`src/rtl/rfid_access_gate.sv`:
```
// rtl/rfid_access_gate.sv - RFID card-check gate: timed firewall session, fail counting and lockout
// Consumes reader verdicts, opens fw_enable for a timed session, locks out after repeated denials.
module rfid_access_gate #(
  parameter logic [31:0] SESSION_CYCLES = 32'd50_000_000,
  parameter logic [31:0] LOCKOUT_CYCLES = 32'd100_000_000,
  parameter int unsigned MAX_FAILS      = 3
) (
  input  logic        clk,
  input  logic        rst_n,
  input  logic        card_strobe,
  input  logic        card_valid,
  input  logic [31:0] card_uid,
  input  logic        force_lock,
  output logic        fw_enable,
  output logic        lockout,
  output logic        grant_pulse,
  output logic        deny_pulse,
  output logic [31:0] session_uid,
  output logic [3:0]  fail_count
);

  typedef enum logic [1:0] {
    ST_LOCKED,
    ST_GRANTED,
    ST_LOCKOUT
  } state_e;

  localparam logic [3:0] MaxFails = 4'(MAX_FAILS);

  state_e      state_q;
  logic [31:0] timer_q;
  logic        fw_enable_q;
  logic        lockout_q;
  logic        grant_pulse_q;
  logic        deny_pulse_q;
  logic [31:0] session_uid_q;
  logic [3:0]  fail_count_q;

  // A strobe only counts when the host is not overriding and no lockout is running.
  logic card_event;
  assign card_event = card_strobe & ~force_lock & (state_q != ST_LOCKOUT);

  always_ff @(posedge clk or negedge rst_n) begin
    if (!rst_n) begin
      state_q       <= ST_LOCKED;
      timer_q       <= 32'd0;
      fw_enable_q   <= 1'b0;
      lockout_q     <= 1'b0;
      grant_pulse_q <= 1'b0;
      deny_pulse_q  <= 1'b0;
      session_uid_q <= 32'd0;
      fail_count_q  <= 4'd0;
    end else begin
      grant_pulse_q <= 1'b0;
      deny_pulse_q  <= 1'b0;
      case (state_q)
        ST_LOCKED: begin
          if (card_event) begin
            if (card_valid) begin
              state_q       <= ST_GRANTED;
              fw_enable_q   <= 1'b1;
              grant_pulse_q <= 1'b1;
              session_uid_q <= card_uid;
              fail_count_q  <= 4'd0;
              timer_q       <= SESSION_CYCLES - 32'd1;
            end else begin
              deny_pulse_q <= 1'b1;
              if (fail_count_q + 4'd1 == MaxFails) begin
                state_q      <= ST_LOCKOUT;
                lockout_q    <= 1'b1;
                fail_count_q <= 4'd0;
                timer_q      <= LOCKOUT_CYCLES - 32'd1;
              end else begin
                fail_count_q <= fail_count_q + 4'd1;
              end
            end
          end
        end

        ST_GRANTED: begin
          if (force_lock) begin
            state_q     <= ST_LOCKED;
            fw_enable_q <= 1'b0;
            timer_q     <= 32'd0;
          end else if (card_event && card_valid) begin
            // Re-presenting a good card extends the session without a gap.
            timer_q       <= SESSION_CYCLES - 32'd1;
            session_uid_q <= card_uid;
            grant_pulse_q <= 1'b1;
          end else begin
            if (card_event) deny_pulse_q <= 1'b1;
            if (timer_q == 32'd0) begin
              state_q     <= ST_LOCKED;
              fw_enable_q <= 1'b0;
            end else begin
              timer_q <= timer_q - 32'd1;
            end
          end
        end

        ST_LOCKOUT: begin
          if (timer_q == 32'd0) begin
            state_q   <= ST_LOCKED;
            lockout_q <= 1'b0;
          end else begin
            timer_q <= timer_q - 32'd1;
          end
        end

        default: begin
          state_q     <= ST_LOCKED;
          fw_enable_q <= 1'b0;
          lockout_q   <= 1'b0;
          timer_q     <= 32'd0;
        end
      endcase
    end
  end

  assign fw_enable   = fw_enable_q;
  assign lockout     = lockout_q;
  assign grant_pulse = grant_pulse_q;
  assign deny_pulse  = deny_pulse_q;
  assign session_uid = session_uid_q;
  assign fail_count  = fail_count_q;

endmodule

```
`config.mk`:
```
export PLATFORM = sky130hd
export DESIGN_NAME = rfid_access_gate
export DESIGN_NICKNAME = d
export VERILOG_FILES = /design/src/rtl/rfid_access_gate.sv
export SDC_FILE = /design/constraint.sdc
export NUM_CORES = 1
export LEC_CHECK = 0
export ABC_CLOCK_PERIOD_IN_PS = 2300
export BUFFER_PORTS_ARGS = -buffer_cell sky130_fd_sc_hd__buf_2
export CAP_MARGIN = 20
export CORE_ASPECT_RATIO = 1.1
export CORE_MARGIN = 2
export CORE_UTILIZATION = 50
export DETAILED_ROUTE_END_ITERATION = 12
export PLACE_DENSITY_LB_ADDON = 0.25
export SYNTH_ARGS = -nofsm -noshare
export SYNTH_HDL_FRONTEND = slang
export SYNTH_SLANG_ARGS = --single-unit
```
`constraint.sdc`:
```
create_clock -name clk -period 2.3 [get_ports clk]
set_clock_uncertainty 0.1 [all_clocks]
set_input_delay 0.23 -clock clk [delete_from_list [all_inputs] [get_ports clk]]
set_output_delay 0.23 -clock clk [all_outputs]
set_load 0.02 [all_outputs]
```
==> results_dict.tcl <==
set metrics [dict create \
    required_ns 2.49 \
    drc_errors 0 \
    grt_max_degree 75 \
    post-route-min-period_ns 2.42 \
    rsz0062_at_grt "yes" \
    min-delay-start "card_uid[26]" \
    cpPeakStageDelay_ns 0.46 \
    clock-root-buffer "clkbuf_8" \
    path_delay_family "simple AND/OR/NAND/NOR gates" \
    p_per_area_nw_per_um2 1030 \
    irDropWorstVdd_v 0.000681 \
    antenna_cells 0 \
    syn_area_sq_um 3760 \
    total_power_w 0.00563 \
    grtUsageTotal 0.279 \
    routedWlPerCell_um 17.6 \
    drtIter0Drc 267 \
    r2r-end "timer_q[3]$_DFFE_PN0P_" \
    drv_slew 0 \
    num_vias 3812 \
    hold_viol 0 \
    finish.net_count 583 \
    viasPerCell 6.01 \
    cp-start-kind "register" \
    synthArstFlopShare 1.00 \
    synth_seq_area_share 0.492 \
    start_util 0.509 \
    synth_nets 412 \
    first_global_vias 3799 \
    synth_edf_count 0 \
    antenna_found_initial 0 \
    critical-path-slowest-cell "or4b_4" \
    setup_viol 12 \
    whs_path_depth 2 \
    ant_nets 0 \
    final_common_cell "buf_2" \
    max_freq_mhz 412 \
    dr.pass1.iters 5 \
    synth_cells 371 \
    cts_buffer_depth 2 \
    rr_startpoint "timer_q[0]$_DFFE_PN0P_" \
    holdWs_ns 0.00808 \
    postSynthAreaPerCell_sq_um 10.1 \
    syn2layout_area_growth_pct 45.1 \
    violations "setup timing" \
    rows 33 \
    num_io_pins 77 \
    critPathMaxFanout 4 \
    grt_pass1_wl_um 17600 \
    fp.dieW_um 86.7 \
    max_slew.worst_pin.slew_ns 0.473 \
    die-area_sq_um 8240 \
    p_leak_nw 2.39 \
    crit_path_cell_trace "inv_2, ha_4, or4b_4, or3_4, or3_4, buf_6, a21oi_2, o21ai_1, o21ai_1" \
    ys_types 55 \
    final_util 0.739 \
    wirelength_um 11100 \
    ys_seq_elements 74 \
    setup.worst_path.class "reg2reg" \
    overflow 0 \
    cp.arrival_ns 2.61 \
    maxSlewHeadroom 0.685 \
    layout_setup_ws_ns -0.125 \
    cts.sinks 74 \
    path_clk_slew_ns 0.08 \
    cts_tree "built" \
    worstSkewPairLatency_ns 0.37 \
    synth_area_leaders "dfrtp_1, mux2_2, o21ai_0" \
    holdCritPathClass "in2reg" \
    cts_buffers 9 \
    ys.flop_type "dfrtp_1" \
    place_congestion 0.939 \
    yosys.area.top_type "dfrtp_1" \
    end_kind "register" \
    drive_gt1_frac 0.461 \
    ys_warn_count 0 \
    core_area_sq_um 7390 \
    mostFrequentLayoutCells "buf_2, dfrtp_1, buf_4" \
    finalCritPeriodShare 1.05 \
    die_h_um 95.0 \
    placed_cell_area_sq_um 4710 \
    synth_top_area_frac 0.492 \
    dpl.hpwl_um 7050 \
    htreeDepth 3 \
    final_cell_area_sq_um 5460 \
    max-cap-violations 0 \
    port_buffers 76 \
    tns_ns -0.711 \
    status "finished, violations left" \
    reg2reg_depth 9 \
    hold_path_end "session_uid[26]$_DFFE_PN0P_" \
    cp.buffers_inverters 2 \
    rrSetupSlack_ns -0.12 \
]
## synthesized netlist by cell type (2+ instances only)
| cell type | number |
|---|---|
| nor2_1 | 22 |
| o41ai_1 | 2 |
| or3_2 | 3 |
| or2_2 | 3 |
| a21o_1 | 2 |
| o21ai_0 | 27 |
| a311oi_1 | 4 |
| and3_1 | 4 |
| dfrtp_1 | 74 |
| o22ai_1 | 2 |
| or4_1 | 6 |
| nor4_1 | 7 |
| nand2_1 | 26 |
| nand3b_1 | 2 |
| mux2_2 | 32 |
| nor3_1 | 21 |
| a31o_2 | 2 |
| a21oi_1 | 19 |
| nand2b_1 | 2 |
| o211ai_1 | 4 |
| o21ai_1 | 3 |
| o311ai_0 | 7 |
| nor2b_1 | 2 |
| nand3_1 | 17 |
| inv_1 | 4 |
| or4_2 | 2 |
| a31oi_1 | 13 |
| clkbuf_1 | 13 |
| buf_2 | 2 |
| nand4_1 | 7 |
| ha_1 | 4 |
| and2_1 | 3 |
| or3_1 | 8 |
## what timing repair did
item                                   CTS  global route
hold buffers                            27             1
resized for setup                       23            38
endpoints found under the hold margin  100             1
gates cloned                             0             1
setup endpoints to repair               22            34
pin swaps                               11             4
buffers inserted                         3             2
## how the worst max path moves through the flow
| stage | startpoint | to | slack, ns | cells after the start |
|---|---|---|---|---|
| 6_report | timer_q[0]$_DFFE_PN0P_ | timer_q[3]$_DFFE_PN0P_ | -0.12 | 9 |
| 5_1_grt | timer_q[0]$_DFFE_PN0P_ | timer_q[0]$_DFFE_PN0P_ | -0.23 | 9 |
| 4_1_cts | timer_q[1]$_DFFE_PN0P_ | timer_q[0]$_DFFE_PN0P_ | -0.08 | 9 |
| 3_5_place_dp | timer_q[0]$_DFFE_PN0P_ | timer_q[9]$_DFFE_PN0P_ | -0.12 | 9 |
| 3_3_place_gp | timer_q[1]$_DFFE_PN0P_ | timer_q[9]$_DFFE_PN0P_ | -0.06 | 9 |
| 2_1_floorplan | timer_q[0]$_DFFE_PN0P_ | timer_q[5]$_DFFE_PN0P_ | -0.06 | 8 |
## state kept, by name, indices dropped and copies added, names as in the netlist
name and cells:
fail_count 4, fw_enable 1, timer_q 32, deny_pulse 1, grant_pulse 1, state_q 2
lockout 1, session_uid 32
## routing by layer
metal	share of wire	GRT usage	up-vias
met5	0	0	-
met4	0.046	0.150	0
met3	0.059	0.0528	54
met2	0.49	0.484	184
met1	0.40	0.328	1823
li1	-	-	1751
## metrics by stage
| step | instances | setup WS (ns) |
|---|---|---|
| after detailed placement | 584 | -0.122 |
| after floorplan | 371 | -0.0619 |
| final | 634 | -0.125 |
| after global placement | 584 | -0.0606 |
| after CTS | 630 | -0.0760 |
| after global routing | 634 | -0.234 |
## area by class of cell
type	instances	area, sq um
Tap cell	87	109
Inverter	4	15.0
Sequential cell	74	1850
Fill cell	504	1930
Timing Repair Buffer	177	1240
Clock inverter	7	103
Multi-Input combinational cell	276	2020
Clock buffer	9	124
## where the power goes
group | leakage (nW) | switching [W] | internal (W)
clock | 0.110 | 0.000522 | 0.000619
combinational | 1.40 | 0.00139 | 0.00108
sequential | 0.872 | 0.000303 | 0.00173
total | 2.39 | 0.00221 | 0.00342
## kinds of logic after synthesis
family / count (synthesis) / share of synthesized area
muxes: 33 / 0.0984
xor gates and xnor gates: 1 / 0.00233
AOI/OAI and AO/OA: 95 / 0.161
DFF: 74 / 0.492
buffers and inverters: 21 / 0.0263
and+or+nand+nor: 143 / 0.207
adders and majority gates: 4 / 0.0133
No activity file was read; power rests on OpenSTA's default activity.
